<file path="config.mk">
export PLATFORM = sky130hd
export DESIGN_NAME = uart_rx_ext
export DESIGN_NICKNAME = d
export VERILOG_FILES = /design/src/rtl/uart_rx_ext.sv
export SDC_FILE = /design/constraint.sdc
export NUM_CORES = 1
export LEC_CHECK = 0
export ABC_AREA = 1
export CORE_ASPECT_RATIO = 2
export CORE_MARGIN = 3
export CORE_UTILIZATION = 54
export DETAILED_ROUTE_END_ITERATION = 7
export PLACE_DENSITY = 0.77
export SLEW_MARGIN = 20
export SYNTH_ARGS = -nofsm -noshare
export SYNTH_HDL_FRONTEND = slang
export SYNTH_SLANG_ARGS = --single-unit
</file>
<file path="constraint.sdc">
create_clock -name clk -period 1.9 [get_ports clk]
set_clock_uncertainty 0.2 [all_clocks]
set_input_delay 0.285 -clock clk [delete_from_list [all_inputs] [get_ports clk]]
set_output_delay 0.285 -clock clk [all_outputs]
set_load 0.02 [all_outputs]
</file>
<file path="src/rtl/uart_rx_ext.sv">
// uart_rx_ext: parametrised oversampling UART receiver with a one-entry holding register.
// Define UART_RX_PARITY_EN to compile in the parity bit and parity checking.
module uart_rx_ext #(
  parameter int DATA_BITS  = 8,
  parameter int OS_TICKS   = 16,
  parameter int STOP_BITS  = 1,
  parameter int PARITY_ODD = 0
) (
  input  logic                 clk,
  input  logic                 reset,
  input  logic                 s_tick,
  input  logic                 rx,
  input  logic                 rd_ack,
  output logic [DATA_BITS-1:0] d_out,
  output logic                 d_valid,
  output logic                 rx_done_tick,
  output logic                 frame_err,
  output logic                 parity_err,
  output logic                 overrun,
  output logic                 busy
);

  localparam int SW = $clog2(OS_TICKS * 2);
  localparam int NW = $clog2(DATA_BITS);
  localparam logic [SW-1:0] HalfLast = SW'(OS_TICKS / 2 - 1);
  localparam logic [SW-1:0] BitLast  = SW'(OS_TICKS - 1);
  localparam logic [NW-1:0] DataLast = NW'(DATA_BITS - 1);
  localparam logic [NW-1:0] StopLast = NW'(STOP_BITS - 1);

`ifdef UART_RX_PARITY_EN
  localparam logic OddParity = (PARITY_ODD != 0);
  typedef enum logic [2:0] {StIdle, StStart, StData, StParity, StStop} stateT;
`else
  typedef enum logic [2:0] {StIdle, StStart, StData, StStop} stateT;
`endif

  logic                 rxMeta, rxS;
  stateT                stateQ, stateD;
  logic [SW-1:0]        sCntQ, sCntD;
  logic [NW-1:0]        nCntQ, nCntD;
  logic [DATA_BITS-1:0] shiftQ, shiftD;
  logic                 ferrQ, ferrD;
  logic                 frameDone;
`ifdef UART_RX_PARITY_EN
  logic                 parBitQ, parBitD;
`endif

  logic [DATA_BITS-1:0] dOutD;
  logic                 dValidD, doneD, frameErrD, parityErrD, overrunD, busyD;

  // State register: synchronizer, FSM datapath and registered outputs.
  always_ff @(posedge clk) begin
    if (!reset) begin
      rxMeta       <= 1'b1;
      rxS          <= 1'b1;
      stateQ       <= StIdle;
      sCntQ        <= '0;
      nCntQ        <= '0;
      shiftQ       <= '0;
      ferrQ        <= 1'b0;
`ifdef UART_RX_PARITY_EN
      parBitQ      <= 1'b0;
`endif
      d_out        <= '0;
      d_valid      <= 1'b0;
      rx_done_tick <= 1'b0;
      frame_err    <= 1'b0;
      parity_err   <= 1'b0;
      overrun      <= 1'b0;
      busy         <= 1'b0;
    end else begin
      rxMeta       <= rx;
      rxS          <= rxMeta;
      stateQ       <= stateD;
      sCntQ        <= sCntD;
      nCntQ        <= nCntD;
      shiftQ       <= shiftD;
      ferrQ        <= ferrD;
`ifdef UART_RX_PARITY_EN
      parBitQ      <= parBitD;
`endif
      d_out        <= dOutD;
      d_valid      <= dValidD;
      rx_done_tick <= doneD;
      frame_err    <= frameErrD;
      parity_err   <= parityErrD;
      overrun      <= overrunD;
      busy         <= busyD;
    end
  end

  // Next-state logic; counters only move on s_tick.
  always_comb begin
    stateD    = stateQ;
    sCntD     = sCntQ;
    nCntD     = nCntQ;
    shiftD    = shiftQ;
    ferrD     = ferrQ;
    frameDone = 1'b0;
`ifdef UART_RX_PARITY_EN
    parBitD   = parBitQ;
`endif
    unique case (stateQ)
      StIdle: begin
        if (!rxS) begin
          sCntD  = '0;
          stateD = StStart;
        end
      end
      StStart: begin
        if (s_tick) begin
          if (sCntQ == HalfLast) begin
            if (!rxS) begin
              sCntD  = '0;
              nCntD  = '0;
              ferrD  = 1'b0;
              stateD = StData;
            end else begin
              stateD = StIdle;
            end
          end else begin
            sCntD = sCntQ + 1'b1;
          end
        end
      end
      StData: begin
        if (s_tick) begin
          if (sCntQ == BitLast) begin
            sCntD  = '0;
            shiftD = {rxS, shiftQ[DATA_BITS-1:1]};
            if (nCntQ == DataLast) begin
              nCntD  = '0;
`ifdef UART_RX_PARITY_EN
              stateD = StParity;
`else
              stateD = StStop;
`endif
            end else begin
              nCntD = nCntQ + 1'b1;
            end
          end else begin
            sCntD = sCntQ + 1'b1;
          end
        end
      end
`ifdef UART_RX_PARITY_EN
      StParity: begin
        if (s_tick) begin
          if (sCntQ == BitLast) begin
            parBitD = rxS;
            sCntD   = '0;
            stateD  = StStop;
          end else begin
            sCntD = sCntQ + 1'b1;
          end
        end
      end
`endif
      StStop: begin
        // nCnt is reused to count stop samples; leaving at mid-stop allows resync.
        if (s_tick) begin
          if (sCntQ == BitLast) begin
            sCntD = '0;
            if (!rxS) ferrD = 1'b1;
            if (nCntQ == StopLast) begin
              nCntD     = '0;
              frameDone = 1'b1;
              stateD    = StIdle;
            end else begin
              nCntD = nCntQ + 1'b1;
            end
          end else begin
            sCntD = sCntQ + 1'b1;
          end
        end
      end
      default: stateD = StIdle;
    endcase
  end

  // Output logic: holding register, error flags and read handshake.
  always_comb begin
    dOutD      = d_out;
    dValidD    = d_valid;
    frameErrD  = frame_err;
    parityErrD = parity_err;
    overrunD   = overrun;
    doneD      = frameDone;
    busyD      = (stateD != StIdle);
    if (rd_ack && d_valid) begin
      dValidD  = 1'b0;
      overrunD = 1'b0;
    end
    if (frameDone) begin
      dOutD     = shiftQ;
      dValidD   = 1'b1;
      frameErrD = ferrD;
`ifdef UART_RX_PARITY_EN
      parityErrD = (^shiftQ) ^ parBitQ ^ OddParity;
`else
      parityErrD = 1'b0;
`endif
      if (d_valid && !rd_ack) overrunD = 1'b1;
    end
  end

endmodule

</file>
==> flow_results.org <==
** Detailed routing
- Drc violations :: 0
- In this run the remaining antenna-violating nets after routing total 0.
- The routed layout has 1534 vias.
- For this block, the routed nets add up to 3.87 mm of wire.
- The first detailed-routing pass ran for 5 iterations.
- After detailed routing, the average wire length per cell comes to 13.4 um.
- After detailed routing, the number of vias per cell comes to 5.33.
- After the first detailed-routing iteration, the DRC count stood at 46.

** Worst setup path
- RR Startpoint :: sCntQ[1]
- Most prevalent standard cell on the critical path :: sky130_fd_sc_hd__nand2_4
- At the worst endpoint, the required time is 1870 ps.
- FF-to-FF path depth :: 13
- Data arrival time of the critical path :: 1790 ps
- In this design, the stage delay of the slowest critical-path cell is 340 ps.
- Setup Crit Path Kind :: register to register
- The worst register-to-register path ends at busy.
- Worst-path maximum fanout :: 8
- The worst register-to-register path has a setup slack of 80 ps.
- STA classifies the critical path endpoint as a register.
- Cells traversed along the worst timing path :: ha_4 -> nand2_4 -> nor2_4 -> ha_4 -> nand2_4 -> inv_4 -> buf_4 -> nand2_4 -> inv_4 -> nand2_1 -> nand2_1 -> nor2_2 -> o21ai_1
- CP max stage cell :: sky130_fd_sc_hd__dfxtp_2
- Startpoint type of the worst setup path :: register

** Logic synthesis
- Post-synthesis sequential area ratio :: 42.8%
- Summing the areas of all compound-gate instances in the mapped netlist gives 13.4% of the synthesized area.
- Synth cell types :: 31
- After technology mapping, the gate count stands at 226.
- In this run, synthesis produced a sequential element count of 35.
- Mean cell area of the mapped netlist :: 7.25 um^2
- Arithmetic-cell share of the synthesized area counting full adders, half adders and majority gates :: 4.58%
- The portion of synthesized area spent on multiplexers is 0%.
- Fraction of synthesized cell area in xor and xnor cells :: 0%
- Total number of yosys warnings :: 0
- Mapped cell area :: 1640 um^2
- Dominant combinational cell family by area after synthesis :: simple AND/OR/NAND/NOR gates
- Simple logic cell fraction of the synthesized area :: 31.0%

** STA
- Dividing the final minimum period by the clock period gives 95.6%.
- Setup slack on the critical path of the routed design comes to 83.7 ps.
- The smallest clock period supported by the final layout is computed as 1820 ps.
- On the final layout, the worst hold slack is 214 ps.
- Setup repair after global routing could not meet its margin everywhere.
- Setup-violating endpoint count in the final report :: 0
- The number of max-slew violations in the final report was 0.
- Maximum achievable frequency :: 0.551 GHz
- The final hold violation count is 0.
- Accumulated negative setup slack :: 0 ps

** Global route
- GR Util All Layers :: 23.3%
- The number of global-route vias before repair was 1522.
- Initial antenna violation count :: 0
- The first global-routing pass estimated 6.62 mm of wire.
- Global route total overflow :: 0
- Entering global routing, the biggest net connects 24 pins.

** Pwr
- Overall power consumption :: 1.53 mW
- Summed over all cells, the static leakage comes to 0.945 nW.
- Worst-case vdd ir drop :: 0.664 mV
- For this design the ratio of total power to cell area is 725 nW/um^2.

** Finish
- The post-route netlist has 20.5% of its cells at a drive strength greater than 1.
- Post-Layout Cell Count :: 288
- Fill cell total of the finished layout :: 241
- Most used cells in the layout excluding fill and tap cells :: sky130_fd_sc_hd__nor2_1, sky130_fd_sc_hd__dfxtp_1, sky130_fd_sc_hd__nand2_1
- Most common cell after layout, fill and taps aside :: sky130_fd_sc_hd__nor2_1
- Antenna diode count :: 0
- After the last flow step, the layout net total stands at 269.
- From synthesis to final layout, the design area changed by 28.7%.

** Clock tree
- TritonCTS built the clock tree.
- Clock transition at the registers of the reported paths :: 70 ps
- The clock reaches the later pin of the worst-skew pair after 290 ps.
- Maximum number of buffers from clock root to sink :: 2
- After clock tree synthesis, the flow added hold-fix buffers numbering 0.
- The tree is rooted in a sky130_fd_sc_hd__clkbuf_8.
- H-tree Lvls :: 2
- Clock sinks :: 35
- In this run, CTS created clock tree buffers numbering 5.

** Placed design
- After detailed placement, the design holds a cell count of 277.
- Final weighted congestion in routability-driven placement :: 0.906
- Detailed placement ended at an HPWL of 2.87 mm.
- Worst setup slack after placement :: -12.9 ps
- Input and output buffers added on the ports amount to 17.

** Floorplan
- The die is 44.9 um wide.
- Measured along the y axis, the die boundary spans 83.9 um.
- For this configuration, the core starts out at a cell density of 57.7%.
- The die covers 3770 um^2.
- During I/O placement, the number of pins put on the boundary was 19.
- After floorplanning, the core was divided into 27 placement rows.
- In this run the standard cell core region covers 2840 um^2.

** Job
- Total of max-cap violations :: 0

** Min path
- Counting instances, the worst hold path has a depth of 1.
- The worst hold path begins at rxMeta.
- Class of the tightest hold or removal check :: register to register
- The path with the worst hold slack has its endpoint at rxS.

** Outcome
- Status :: complete, no violations
-- metrics by stage --
stage	area (um^2)	utilization [%]
6_report	2110	74.3
5_1_grt	2110	74.3
4_1_cts	2060	72.4
3_5_place_dp	1890	66.4
3_3_place_gp	1890	66.4
2_1_floorplan	1640	-
-- area by class of cell --
cell class | count | area, um^2 | share of cell area (%)
Timing Repair Buffer | 29 | 268 | 12.7
Sequential cell | 35 | 703 | 33.4
Clock buffer | 6 | 82.6 | 3.92
Inverter | 26 | 105 | 4.99
Multi-Input combinational cell | 161 | 875 | 41.5
Clock inverter | 2 | 38.8 | 1.84
Tap cell | 29 | 36.3 | 1.72
-- registers in the layout (all words and copies together), names as in the netlist, named ones only --
signal        cells
rxMeta            1
nCntQ             3
d_out             8
frame_err         1
rx_done_tick      1
d_valid           1
rxS               1
ferrQ             1
stateQ            3
shiftQ            8
busy              1
sCntQ             5
-- per-layer routing --
metal  wire length [um]  part of all wire (%)  GRT usage, %  vias to the layer above
li1                   -                     -             -                      780
met1               1420                    37          24.1                      691
met2               2140                    55          39.9                       46
met3                149                   3.9          3.89                       17
met4                162                   4.2          14.9                        0
met5                  0                     0             0                        -
-- kinds of logic after synthesis --
group,Yosys count
and+or+nand+nor,114
adders and majority gates,6
other,1
DFF,35
buffers and inverters,31
AOI/OAI and AO/OA,39
-- how the worst max path moves through the flow --
stage                        start         to  slack [ps]  cells after the start
after CTS                 sCntQ[0]  frame_err          30                     11
after global placement    sCntQ[0]   d_out[7]          20                     11
after global routing      sCntQ[1]   nCntQ[2]           6                     11
after detailed placement  sCntQ[1]   d_out[7]         -10                     11
final                     sCntQ[1]       busy          80                     13
after floorplan           sCntQ[0]   register         120                     11
-- what timing repair did --
item,CTS,global route
resized for setup,11,10
setup buffers,2,1
setup endpoints to repair,9,20
endpoints found under the hold margin,0,0
pin swaps,4,6
-- critical path: cells and delay by family, from the launching register on --
kind,cells,cell delay [ps]
and+or+nand+nor,7,520
DFF,1,340
adders and majority gates,2,330
buffers and inverters,3,240
AOI/OAI and AO/OA,1,70
-- power breakdown --
part           internal, mW  switching (mW)  total [mW]
registers             0.740         0.00568       0.746
clock network         0.431           0.276       0.708
logic                0.0278          0.0460      0.0738
total                  1.20           0.328        1.53
-- Yosys cell counts (all sizes together) --
library cell  instances  share of area [%]
nor2                 57                 14
nand2                36                9.0
dfxtp                35                 43
o21ai                27                9.2
inv                  25                5.9
nand3                14                5.2
a21oi                 9                3.0
ha                    6                4.6
clkbuf                3               0.69
buf                   2                1.1
nand4                 2               0.76
nor3                  2               0.61
or2                   2               0.76
a211oi                1               0.46
a31oi                 1               0.38
and3                  1               0.38
clkinv                1               0.23
conb                  1               0.23
o21bai                1               0.46
No activity file was read; power rests on OpenSTA's default activity.
